`src/rtl/alu_share_ctrl_if.sv`:
```
// Bundles the two requester ports, the result port and the completion counters
// of alu_share_ctrl.
interface alu_share_ctrl_if #(
  parameter int unsigned WIDTH = 4,
  parameter int unsigned CNT_W = 8
) ();

  logic             a_valid;
  logic             a_ready;
  logic [WIDTH-1:0] a_inA;
  logic [WIDTH-1:0] a_inB;
  logic [1:0]       a_op;

  logic             b_valid;
  logic             b_ready;
  logic [WIDTH-1:0] b_inA;
  logic [WIDTH-1:0] b_inB;
  logic [1:0]       b_op;

  logic             res_valid;
  logic             res_ready;
  logic [WIDTH-1:0] res_ans;
  logic             res_carry;
  logic             res_id;

  logic [CNT_W-1:0] cnt_a;
  logic [CNT_W-1:0] cnt_b;

  // Requesters and result consumer.
  modport master (
    output a_valid, a_inA, a_inB, a_op,
    output b_valid, b_inA, b_inB, b_op,
    output res_ready,
    input  a_ready, b_ready,
    input  res_valid, res_ans, res_carry, res_id,
    input  cnt_a, cnt_b
  );

  // The shared-ALU controller.
  modport slave (
    input  a_valid, a_inA, a_inB, a_op,
    input  b_valid, b_inA, b_inB, b_op,
    input  res_ready,
    output a_ready, b_ready,
    output res_valid, res_ans, res_carry, res_id,
    output cnt_a, cnt_b
  );

endinterface

```
`src/rtl/alu_share_ctrl.sv`:
```
// One ALU shared by two requesters under round-robin arbitration, one operation in
// flight at a time; results are held until the consumer takes them.
module alu_share_ctrl #(
  parameter int unsigned WIDTH = 4,
  parameter int unsigned CNT_W = 8
) (
  input logic           clk,
  input logic           rst_n,
  alu_share_ctrl_if.slave bus
);

  typedef enum logic [1:0] {
    StIdle,
    StExec,
    StDone
  } state_e;

  localparam logic [1:0] OpAnd = 2'b00;
  localparam logic [1:0] OpOr  = 2'b01;
  localparam logic [1:0] OpXor = 2'b10;
  localparam logic [1:0] OpAdd = 2'b11;

  state_e           state_q, state_d;
  logic             prio_q, prio_d;  // 0: A wins a tie, 1: B wins a tie
  logic [WIDTH-1:0] opa_q, opa_d;
  logic [WIDTH-1:0] opb_q, opb_d;
  logic [1:0]       op_q, op_d;
  logic             id_q, id_d;
  logic             valid_q, valid_d;
  logic [WIDTH-1:0] ans_q, ans_d;
  logic             carry_q, carry_d;
  logic             res_id_q, res_id_d;
  logic [CNT_W-1:0] cnt_a_q, cnt_a_d;
  logic [CNT_W-1:0] cnt_b_q, cnt_b_d;

  logic             grant_a;
  logic             grant_b;
  logic [WIDTH:0]   sum;
  logic [WIDTH-1:0] alu_ans;
  logic             alu_carry;

  // Grants only exist in IDLE and out of reset, so readies never leak during reset.
  always_comb begin
    grant_a = 1'b0;
    grant_b = 1'b0;
    if (rst_n && (state_q == StIdle)) begin
      if (bus.a_valid && bus.b_valid) begin
        grant_a = ~prio_q;
        grant_b = prio_q;
      end else begin
        grant_a = bus.a_valid;
        grant_b = bus.b_valid;
      end
    end
  end

  assign bus.a_ready = grant_a;
  assign bus.b_ready = grant_b;

  assign sum = {1'b0, opa_q} + {1'b0, opb_q};

  always_comb begin
    alu_ans   = '0;
    alu_carry = 1'b0;
    unique case (op_q)
      OpAnd: alu_ans = opa_q & opb_q;
      OpOr:  alu_ans = opa_q | opb_q;
      OpXor: alu_ans = opa_q ^ opb_q;
      OpAdd: {alu_carry, alu_ans} = sum;
      default: alu_ans = '0;
    endcase
  end

  always_comb begin
    state_d  = state_q;
    prio_d   = prio_q;
    opa_d    = opa_q;
    opb_d    = opb_q;
    op_d     = op_q;
    id_d     = id_q;
    valid_d  = valid_q;
    ans_d    = ans_q;
    carry_d  = carry_q;
    res_id_d = res_id_q;
    cnt_a_d  = cnt_a_q;
    cnt_b_d  = cnt_b_q;

    unique case (state_q)
      StIdle: begin
        if (grant_a) begin
          opa_d   = bus.a_inA;
          opb_d   = bus.a_inB;
          op_d    = bus.a_op;
          id_d    = 1'b0;
          state_d = StExec;
        end else if (grant_b) begin
          opa_d   = bus.b_inA;
          opb_d   = bus.b_inB;
          op_d    = bus.b_op;
          id_d    = 1'b1;
          state_d = StExec;
        end
      end
      StExec: begin
        ans_d    = alu_ans;
        carry_d  = alu_carry;
        res_id_d = id_q;
        valid_d  = 1'b1;
        state_d  = StDone;
      end
      StDone: begin
        if (bus.res_ready) begin
          valid_d = 1'b0;
          state_d = StIdle;
          prio_d  = ~res_id_q;
          if (!res_id_q) begin
            if (cnt_a_q != '1) cnt_a_d = cnt_a_q + CNT_W'(1);
          end else begin
            if (cnt_b_q != '1) cnt_b_d = cnt_b_q + CNT_W'(1);
          end
        end
      end
      default: state_d = StIdle;
    endcase
  end

  always_ff @(posedge clk) begin
    if (!rst_n) begin
      state_q  <= StIdle;
      prio_q   <= 1'b0;
      opa_q    <= '0;
      opb_q    <= '0;
      op_q     <= '0;
      id_q     <= 1'b0;
      valid_q  <= 1'b0;
      ans_q    <= '0;
      carry_q  <= 1'b0;
      res_id_q <= 1'b0;
      cnt_a_q  <= '0;
      cnt_b_q  <= '0;
    end else begin
      state_q  <= state_d;
      prio_q   <= prio_d;
      opa_q    <= opa_d;
      opb_q    <= opb_d;
      op_q     <= op_d;
      id_q     <= id_d;
      valid_q  <= valid_d;
      ans_q    <= ans_d;
      carry_q  <= carry_d;
      res_id_q <= res_id_d;
      cnt_a_q  <= cnt_a_d;
      cnt_b_q  <= cnt_b_d;
    end
  end

  assign bus.res_valid = valid_q;
  assign bus.res_ans   = ans_q;
  assign bus.res_carry = carry_q;
  assign bus.res_id    = res_id_q;
  assign bus.cnt_a     = cnt_a_q;
  assign bus.cnt_b     = cnt_b_q;

  a_one_grant: assert property (@(posedge clk) !(bus.a_ready && bus.b_ready));

  a_result_held: assert property (@(posedge clk) disable iff (!rst_n)
    (state_q == StDone && !bus.res_ready) |=>
      (valid_q && $stable(ans_q) && $stable(carry_q) && $stable(res_id_q)));

endmodule

```
`src/flat_wrapper.sv`:
```
// flat-port wrapper written by rule: the top's interface ports become plain ports
module alu_share_ctrl_flat 
#(
  parameter int unsigned WIDTH = 4,
  parameter int unsigned CNT_W = 8
)
  (clk, rst_n, bus_a_valid, bus_a_inA, bus_a_inB, bus_a_op, bus_b_valid, bus_b_inA, bus_b_inB, bus_b_op, bus_res_ready, bus_a_ready, bus_b_ready, bus_res_valid, bus_res_ans, bus_res_carry, bus_res_id, bus_cnt_a, bus_cnt_b);
  alu_share_ctrl_if #(.WIDTH(WIDTH), .CNT_W(CNT_W)) bus_i ();
  input logic clk;
  input logic rst_n;
  input wire logic [$bits(bus_i.a_valid)-1:0] bus_a_valid;
  input wire logic [$bits(bus_i.a_inA)-1:0] bus_a_inA;
  input wire logic [$bits(bus_i.a_inB)-1:0] bus_a_inB;
  input wire logic [$bits(bus_i.a_op)-1:0] bus_a_op;
  input wire logic [$bits(bus_i.b_valid)-1:0] bus_b_valid;
  input wire logic [$bits(bus_i.b_inA)-1:0] bus_b_inA;
  input wire logic [$bits(bus_i.b_inB)-1:0] bus_b_inB;
  input wire logic [$bits(bus_i.b_op)-1:0] bus_b_op;
  input wire logic [$bits(bus_i.res_ready)-1:0] bus_res_ready;
  output wire logic [$bits(bus_i.a_ready)-1:0] bus_a_ready;
  output wire logic [$bits(bus_i.b_ready)-1:0] bus_b_ready;
  output wire logic [$bits(bus_i.res_valid)-1:0] bus_res_valid;
  output wire logic [$bits(bus_i.res_ans)-1:0] bus_res_ans;
  output wire logic [$bits(bus_i.res_carry)-1:0] bus_res_carry;
  output wire logic [$bits(bus_i.res_id)-1:0] bus_res_id;
  output wire logic [$bits(bus_i.cnt_a)-1:0] bus_cnt_a;
  output wire logic [$bits(bus_i.cnt_b)-1:0] bus_cnt_b;
  assign bus_i.a_valid = bus_a_valid;
  assign bus_i.a_inA = bus_a_inA;
  assign bus_i.a_inB = bus_a_inB;
  assign bus_i.a_op = bus_a_op;
  assign bus_i.b_valid = bus_b_valid;
  assign bus_i.b_inA = bus_b_inA;
  assign bus_i.b_inB = bus_b_inB;
  assign bus_i.b_op = bus_b_op;
  assign bus_i.res_ready = bus_res_ready;
  assign bus_a_ready = bus_i.a_ready;
  assign bus_b_ready = bus_i.b_ready;
  assign bus_res_valid = bus_i.res_valid;
  assign bus_res_ans = bus_i.res_ans;
  assign bus_res_carry = bus_i.res_carry;
  assign bus_res_id = bus_i.res_id;
  assign bus_cnt_a = bus_i.cnt_a;
  assign bus_cnt_b = bus_i.cnt_b;
  alu_share_ctrl #(.WIDTH(WIDTH), .CNT_W(CNT_W)) u_core (.clk(clk), .rst_n(rst_n), .bus(bus_i));
endmodule
```
`config.mk`:
```
export PLATFORM = sky130hd
export DESIGN_NAME = alu_share_ctrl_flat
export DESIGN_NICKNAME = d
export VERILOG_FILES = /design/src/rtl/alu_share_ctrl_if.sv /design/src/rtl/alu_share_ctrl.sv /design/src/flat_wrapper.sv
export SDC_FILE = /design/constraint.sdc
export NUM_CORES = 1
export LEC_CHECK = 0
export CAP_MARGIN = 40
export CELL_PAD_IN_SITES_DETAIL_PLACEMENT = 2
export CELL_PAD_IN_SITES_GLOBAL_PLACEMENT = 2
export CORE_ASPECT_RATIO = 1.25
export CORE_UTILIZATION = 32
export CTS_BUF_LIST = sky130_fd_sc_hd__clkbuf_4 sky130_fd_sc_hd__clkbuf_8
export DETAILED_ROUTE_END_ITERATION = 8
export PLACE_DENSITY_LB_ADDON = 0.1
export SYNTH_ARGS = -nofsm -noshare
export SYNTH_HDL_FRONTEND = slang
export SYNTH_SLANG_ARGS = --single-unit
```
`constraint.sdc`:
```
create_clock -name clk -period 4.2 [get_ports clk]
set_clock_uncertainty 0.2 [all_clocks]
set_input_delay 0.63 -clock clk [delete_from_list [all_inputs] [get_ports clk]]
set_output_delay 0.63 -clock clk [all_outputs]
set_load 0.02 [all_outputs]
```
==> metrics.cfg, run 1 <==
[floorplan]
io-pin-count=50
rows=31
core_mm2=0.005818
initial_core_util_pct=33.31
dieArea_mm2=0.006374
die_y_um=89.01
die_x_um=71.61

[cells_and_area]
mostFrequentLayoutCells=clkdlybuf4s50_1, dfxtp_1, a21oi_1, mux2i_1
regArea_um2=740.7
multi_input_area_mm2=0.001099
drive_above_1_share_pct=5.993
antenna_cells=0
fillers=667
area.growth.synth_to_final_pct=33.25
nets=302
final_common_cell=clkdlybuf4s50_1
stdcell_count=333

[sta]
holdWs_ps=276.2
slew_headroom_pct=59.94
slew_viol_final=0
rsz0062_at_grt=no
min_period_over_period_pct=75.45
hold_viol_final=0
finalSetupViolCount=0
fmax_mhz=315.6
worst_pin_slew_ps=597.2
post-route-min-period_ps=3169
tns_ps=0

[pwr]
peakVddDrop_uv=154.6
p_per_area_mw_per_mm2=302.1
p_leak_nw=1.020

[placed_design]
dp_hpwl_mm=3.868
dp_cells=325
io_buffers=49
gp_congestion=0.7411

[logic_synthesis]
synth_async_sr_flop_share_pct=0
synth_seq_cells=37
synthesis.instances=217
ys_warn_count=0
yosysSeqAreaShare_pct=38.22
synthFlopType=dfxtp_1
synth_area_mm2=0.001938
synth_cell_types=44
synth-edff-count=0
synth_fp_nets=253
avgSynthCellArea_um2=8.931

[clock_network]
path_clk_slew_ps=70
cts_tree=built
cts.root.buffer_cell=clkbuf_8
cts_buffer_depth=2
numCtsBuffers=5
cts_setup_buffers=0
clk-insertion-delay-late_ps=290
cts_resized=0
htreeDepth=2
cts_sinks=37
hold_buffers=0

[worst_setup_path]
r2r-start=u_core.opb_q[0]
reg2regPathDepth=7
cpMostUsedCell=clkdlybuf4s50_1
critPathRequiredTime_ps=3370
start_kind=input pin
critPathArrivalTime_ps=2340
cp-startpoint=rst_n
cp_slowest_cell=clkdlybuf4s50_1
worstPathCellList=clkdlybuf4s50_1, nor3b_2, nand3_1, buf_4, inv_1, clkdlybuf4s50_1
path_class=input pin to output pin
cp-end-kind=output pin
path_max_fanout=12
slowest_delay_ps=600

[min_path]
hold_class=flop to flop
whs_path_depth=2
hold_start=u_core.bus.res_carry

[global_route]
grt_pass1_vias=1769
antenna_found_initial=0
grt.overflow.total=0
grt_pass1_wl_mm=8.569
grt_start_max_net_pins=23
track_usage_pct=17.44

[routing]
drtIter0Drc=45
vias_per_cell=5.222
drt-total-wl_mm=5.119
routedWlPerCell_um=15.37
vias=1739
ant_nets=0
post-route-drc-count=0
drt_pass1_iterations=2

[run]
maxCapViolCount=0

[run_status]
status=finished clean

[path summary, 6_finish.rpt]
kind                           endpoint  slack [ps]
setup reg to reg  u_core.bus.res_ans[1]        2010
hold reg to reg    u_core.bus.res_carry         280
hold / removal     u_core.bus.res_carry         280
setup / recovery            bus_a_ready        1030
[through the flow]
stage	total power, mW	area (um2)	setup WS (ps)	util, %
floorplan	0.4694	1938	2016	-
global placement	0.5247	2491	1047	42.82
detailed placement	0.5291	2491	1023	42.82
CTS	0.7960	2582	1017	44.39
global route	0.8296	2582	929.8	44.39
finish	0.7801	2582	1031	44.39
[critical path, delay by kind of cell]
kind	cells	cell delay (ps)
buffers and inverters	4	1360
and+or+nand+nor	2	350
[synthesized netlist by cell type (2+ instances only)]
library cell / instances / area share, %
nor2_1: 16 / 3.1
and4_1: 2 / 0.90
nand2b_1: 7 / 2.3
xnor2_1: 5 / 2.3
nor3b_1: 2 / 0.77
a31oi_1: 2 / 0.65
and3_1: 2 / 0.65
nand2_1: 13 / 2.5
mux2i_1: 17 / 8.8
clkbuf_1: 8 / 1.5
a21oi_1: 17 / 4.4
nand3_1: 8 / 2.1
inv_1: 16 / 3.1
ha_1: 10 / 6.5
dfxtp_1: 37 / 38
or4_1: 2 / 0.77
xor2_1: 2 / 0.90
o21ai_0: 16 / 4.1
a41oi_1: 2 / 0.90
a211oi_1: 7 / 2.7
nor3_1: 3 / 0.77
[per-layer routing]
metal | vias to the layer above | GRT usage (%) | share of wire (%)
met2 | 32 | 32.68 | 53
met1 | 837 | 19.70 | 43
li1 | 865 | - | -
met4 | 0 | 4.813 | 1.1
met5 | - | 0 | 0
met3 | 5 | 4.171 | 3.0
[cells by family (layout without fill, tap and decap cells)]
kind of cell / after synthesis / in the layout / synth area share (%)
compound gates: 53 / 53 / 17.62
mux: 18 / 18 / 9.942
flops: 37 / 37 / 38.22
buf+inv: 26 / 76 / 5.100
fa+ha+maj: 11 / 11 / 7.489
xor+xnor: 7 / 7 / 3.163
simple gates: 65 / 65 / 18.46
[registers in the layout, summed over array words and instances, names as in the netlist]
name                  count
u_core.bus.cnt_a          8
u_core.bus.cnt_b          8
u_core.bus.res_ans        4
u_core.bus.res_carry      1
u_core.bus.res_id         1
u_core.bus.res_valid      1
u_core.id_q               1
u_core.op_q               2
u_core.opa_q              4
u_core.opb_q              4
u_core.prio_q             1
u_core.state_q            2
[report_power, final]
| group | leakage (nW) | internal [mW] | switching [mW] |
|---|---|---|---|
| sequential | 0.301 | 0.368 | 0.0198 |
| clock | 0.0498 | 0.137 | 0.124 |
| combinational | 0.669 | 0.0675 | 0.0636 |
[area by class of cell]
class / count / area share (%)
clock buffers: 8 / 3.537
inverters: 17 / 2.471
multi-input cells: 154 / 42.54
flip-flops and latches: 37 / 28.68
well taps: 66 / 3.198
repair buffers: 51 / 19.57
(Power assumes the default switching activity.)
==> run 2, diff against run 1 <==
- CORE_UTILIZATION: 32 -> 30
- clock period: 4.2 -> 3.13 ns (I/O delays scaled with it)
==> run 2 against run 1 <==
  * Cell count rose by 5.4%
  * Critical endpoint is now bus_b_ready
  * Sequential power rose by 34%
  * Via count rose by 1.6%
  * Worst setup slack got worse by 610 ps
  * Largest cell class unchanged
==> metrics.cfg, run 2 (synthesis results as in run 1) <==
[sta]
post-route-min-period_ps=2712
finalSetupViolCount=0
slew_viol_final=0
worst_pin_slew_ps=617.8
tns_ps=0
min_period_over_period_pct=86.65
slew_headroom_pct=58.81
fmax_mhz=368.7
hold_viol_final=0
rsz0062_at_grt=no

[pwr]
p_int_mw=0.7682
switching_share_pct=27.01
p_clk_share_pct=33.8
power.switching_mw=0.2843
power_frac_seq_pct=49.4
peakVddDrop_uv=204.1
p_per_area_mw_per_mm2=404.0
comb_power_share_pct=16.8
p_leak_nw=1.018

[run_status]
status=finished clean

[worst_setup_path]
start_kind=input pin
critPathRequiredTime_ps=2460
critPathArrivalTime_ps=2040
cp-end-kind=output pin
path_class=input pin to output pin
path_max_fanout=3

[global_route]
track_usage_pct=16.84
grt_pass1_wl_mm=8.659
grt_pass1_vias=1882
grt_start_max_net_pins=23
grt.overflow.total=0
antenna_found_initial=0

[floorplan]
die_x_um=73.89
die_y_um=91.87
dieArea_mm2=0.006788
rows=32
io-pin-count=50
core_mm2=0.006206
initial_core_util_pct=31.23

[placed_design]
gp_congestion=0.6952
io_buffers=49
dp_cells=344
dp_hpwl_mm=3.913

[cells_and_area]
mostFrequentLayoutCells=clkdlybuf4s50_1, dfxtp_1, a21oi_1, mux2i_1
stdcell_count=351
fin_util_pct=41.98
drive_above_1_share_pct=5.639
nets=302
final_common_cell=clkdlybuf4s50_1
antenna_cells=0
area.growth.synth_to_final_pct=34.41

[routing]
ant_nets=0
drt-total-wl_mm=5.136
drtIter0Drc=44
vias_per_cell=5.031
post-route-drc-count=0
routedWlPerCell_um=14.63
vias=1766
drt_pass1_iterations=4

[clock_network]
cts_sinks=37
numCtsBuffers=5
cts.root.buffer_cell=clkbuf_8
cts_resized=0
hold_buffers=0
cts_buffer_depth=2
cts_tree=built
path_clk_slew_ps=70
htreeDepth=2
clk-insertion-delay-late_ps=290
cts_setup_buffers=0

[min_path]
hold_class=flop to flop

[run]
maxCapViolCount=0

-- run 2: final timing paths --
| path | from | cells after the start | end | slack [ps] |
|---|---|---|---|---|
| max | rst_n | 4 | bus_b_ready | 420 |
| min | u_core.bus.res_carry | 2 | u_core.bus.res_carry | 290 |
| max reg2reg | u_core.opa_q[0] | 7 | u_core.bus.res_ans[1] | 1000 |
| min reg2reg | u_core.bus.res_carry | 2 | u_core.bus.res_carry | 290 |
-- run 2: area by class of cell --
cell class,count,area [um2]
Tap cell,85,106.4
Multi-Input combinational cell,154,1099
Clock buffer,7,90.09
Sequential cell,37,740.7
Timing Repair Buffer,51,505.5
Fill cell,714,3601
Inverter,17,63.81
-- run 2: layer usage --
| metal | part of all wire [%] | up-vias | GRT usage [%] |
|---|---|---|---|
| li1 | - | 862 | - |
| met1 | 40 | 870 | 17.35 |
| met2 | 56 | 27 | 32.19 |
| met3 | 2.4 | 7 | 2.747 |
| met4 | 1.8 | 0 | 7.212 |
| met5 | 0 | - | 0 |
-- run 2: per-stage QoR --
stage | total power, mW | worst slack (ps) | hold WS [ps] | cell area [um2]
3_3_place_gp | 0.7051 | 402.9 | 264.7 | 2515
5_1_grt | 1.114 | 374.7 | 312.3 | 2605
2_1_floorplan | 0.6298 | 1144 | 252.6 | 1938
4_1_cts | 1.074 | 419.5 | 284.5 | 2605
6_report | 1.053 | 417.7 | 288.7 | 2605
3_5_place_dp | 0.7111 | 432.8 | 272.0 | 2515
-- run 2: power by group through the flow --
stage | logic, mW | registers, mW | clock network (mW)
after floorplan | 0.104 | 0.526 | 0
after global placement | 0.174 | 0.531 | 0
after detailed placement | 0.179 | 0.532 | 0
after CTS | 0.181 | 0.521 | 0.372
after global routing | 0.199 | 0.524 | 0.390
final | 0.177 | 0.520 | 0.356
-- run 2: critical path, stage by stage --
cell and delay, ps:
clkdlybuf4s50_1 500, nor3b_2 240, and3_1 230, clkdlybuf4s50_1 610
==> run 3, diff against run 2 <==
- CTS_BUF_LIST: sky130_fd_sc_hd__clkbuf_4 sky130_fd_sc_hd__clkbuf_8 -> sky130_fd_sc_hd__clkbuf_4
==> run 3 against run 2 <==
  * Combinational power barely moved
  * Total power fell by 9.3%
  * Fmax about the same
  * Clock power down 28%
  * Core utilization decreased by 0.67 points
  * Via count is 0.45% higher
  * Critical path type unchanged
  * Highest routed layer unchanged
==> metrics.cfg, run 3 (synthesis results as in run 1) <==
[run_status]
status=finished clean

[placed_design]
dp_hpwl_mm=3.913
gp_congestion=0.6952
io_buffers=49
post_dp_cell_area_mm2=0.002515

[worst_setup_path]
cp-end-kind=output pin
critPathRequiredTime_ps=2460
path_max_fanout=3
rrSetupSlack_ps=1000
cp-startpoint=rst_n
r2r-start=u_core.opa_q[0]
start_kind=input pin
path_class=input pin to output pin
critPathArrivalTime_ps=2040

[routing]
drtIter0Drc=40
drt_pass1_iterations=4
vias_per_cell=5.054
routedWlPerCell_um=14.56
post-route-drc-count=0
vias=1774
drt-total-wl_mm=5.109
ant_nets=0

[sta]
tns_ps=0
hold_viol_final=0
finalSetupViolCount=0
post-route-min-period_ps=2710
worst_pin_slew_ps=615.8
slew_viol_final=0
min_period_over_period_pct=86.59
rsz0062_at_grt=no
fmax_mhz=369.0
slew_headroom_pct=58.95

[clock_network]
cts_sinks=37
numCtsBuffers=5
clk-insertion-delay-late_ps=350
cts_resized=0
htreeDepth=2
cts_tree=built
path_clk_slew_ps=110
cts.root.buffer_cell=clkbuf_4
hold_buffers=0
cts_setup_buffers=0
cts_buffer_depth=2

[pwr]
switching_share_pct=29.25
power_mw=0.9543
p_per_area_mw_per_mm2=372.2
p_int_mw=0.6752
p_clk_share_pct=27.0
power_frac_seq_pct=54.5
peakVddDrop_uv=123.9
p_leak_nw=0.9992
power.switching_mw=0.2791
comb_power_share_pct=18.5

[global_route]
met1_usage_pct=17.14
grt.overflow.total=0
gr-usage-met2_pct=32.57
grt_util_met3_pct=3.407
grt_pass1_vias=1875
antenna_found_initial=0
grt_start_max_net_pins=23
track_usage_pct=16.75
grt_pass1_wl_mm=8.625
gr-max-usage-layer=met2

[run]
maxCapViolCount=0

[cells_and_area]
area.growth.synth_to_final_pct=32.28
mostFrequentLayoutCells=clkdlybuf4s50_1, dfxtp_1, a21oi_1, mux2i_1
nets=302
antenna_cells=0
fin_util_pct=41.31
final_area_mm2=0.002564
drive_above_1_share_pct=5.263
final_common_cell=clkdlybuf4s50_1

[min_path]
hold_start=u_core.bus.res_carry
hold_class=flop to flop

[floorplan]
die_x_um=73.89
io-pin-count=50
initial_core_util_pct=31.23
core_mm2=0.006206
die_y_um=91.87
dieArea_mm2=0.006788
rows=32

## run 3: changes by cell type in the layout (fill, tap and decap cells not counted)
cell,before,now
clkbuf_8,6,0
clkinv_1,1,2
clkbuf_4,1,6
## run 3: worst paths after layout
check,endpoint,depth (start not counted)
setup / recovery,bus_b_ready,4
setup reg to reg,u_core.bus.res_ans[1],7
hold / removal,u_core.bus.res_carry,2
hold reg to reg,u_core.bus.res_carry,2
## run 3: worst max-delay path, cell delays in order
cell             delay (ps)
clkdlybuf4s50_1         490
nor3b_2                 240
and3_1                  230
clkdlybuf4s50_1         610
## run 3: layout make-up
cell class	count	area [um2]
clock buffer	6	45.04
inverter	17	63.81
multi-input combinational	154	1099
fill	722	3642
tap	85	106.4
timing repair buffer	51	505.5
sequential	37	740.7
clock inverter	1	3.754
## run 3: through the flow
stage / std cells / worst slack [ps] / hold WS, ps
after floorplan: 217 / 1144 / 252.6
after global placement: 344 / 402.9 / 264.7
after detailed placement: 344 / 432.8 / 272.0
after CTS: 351 / 423.4 / 290.9
after global routing: 351 / 383.9 / 318.6
final: 351 / 419.7 / 295.4
## run 3: power by group through the flow
stage / Combinational [mW] / Sequential [mW] / Clock, mW
final: 0.177 / 0.520 / 0.258
after global routing: 0.199 / 0.525 / 0.291
after CTS: 0.180 / 0.521 / 0.272
after detailed placement: 0.179 / 0.532 / 0
after global placement: 0.174 / 0.531 / 0
after floorplan: 0.104 / 0.526 / 0
## run 3: routing by layer
metal  routed length [um]  part of all wire (%)
met5                    0                     0
met4                   47                  0.92
met3                  134                   2.6
met2                 2910                    57
met1                 2017                    39
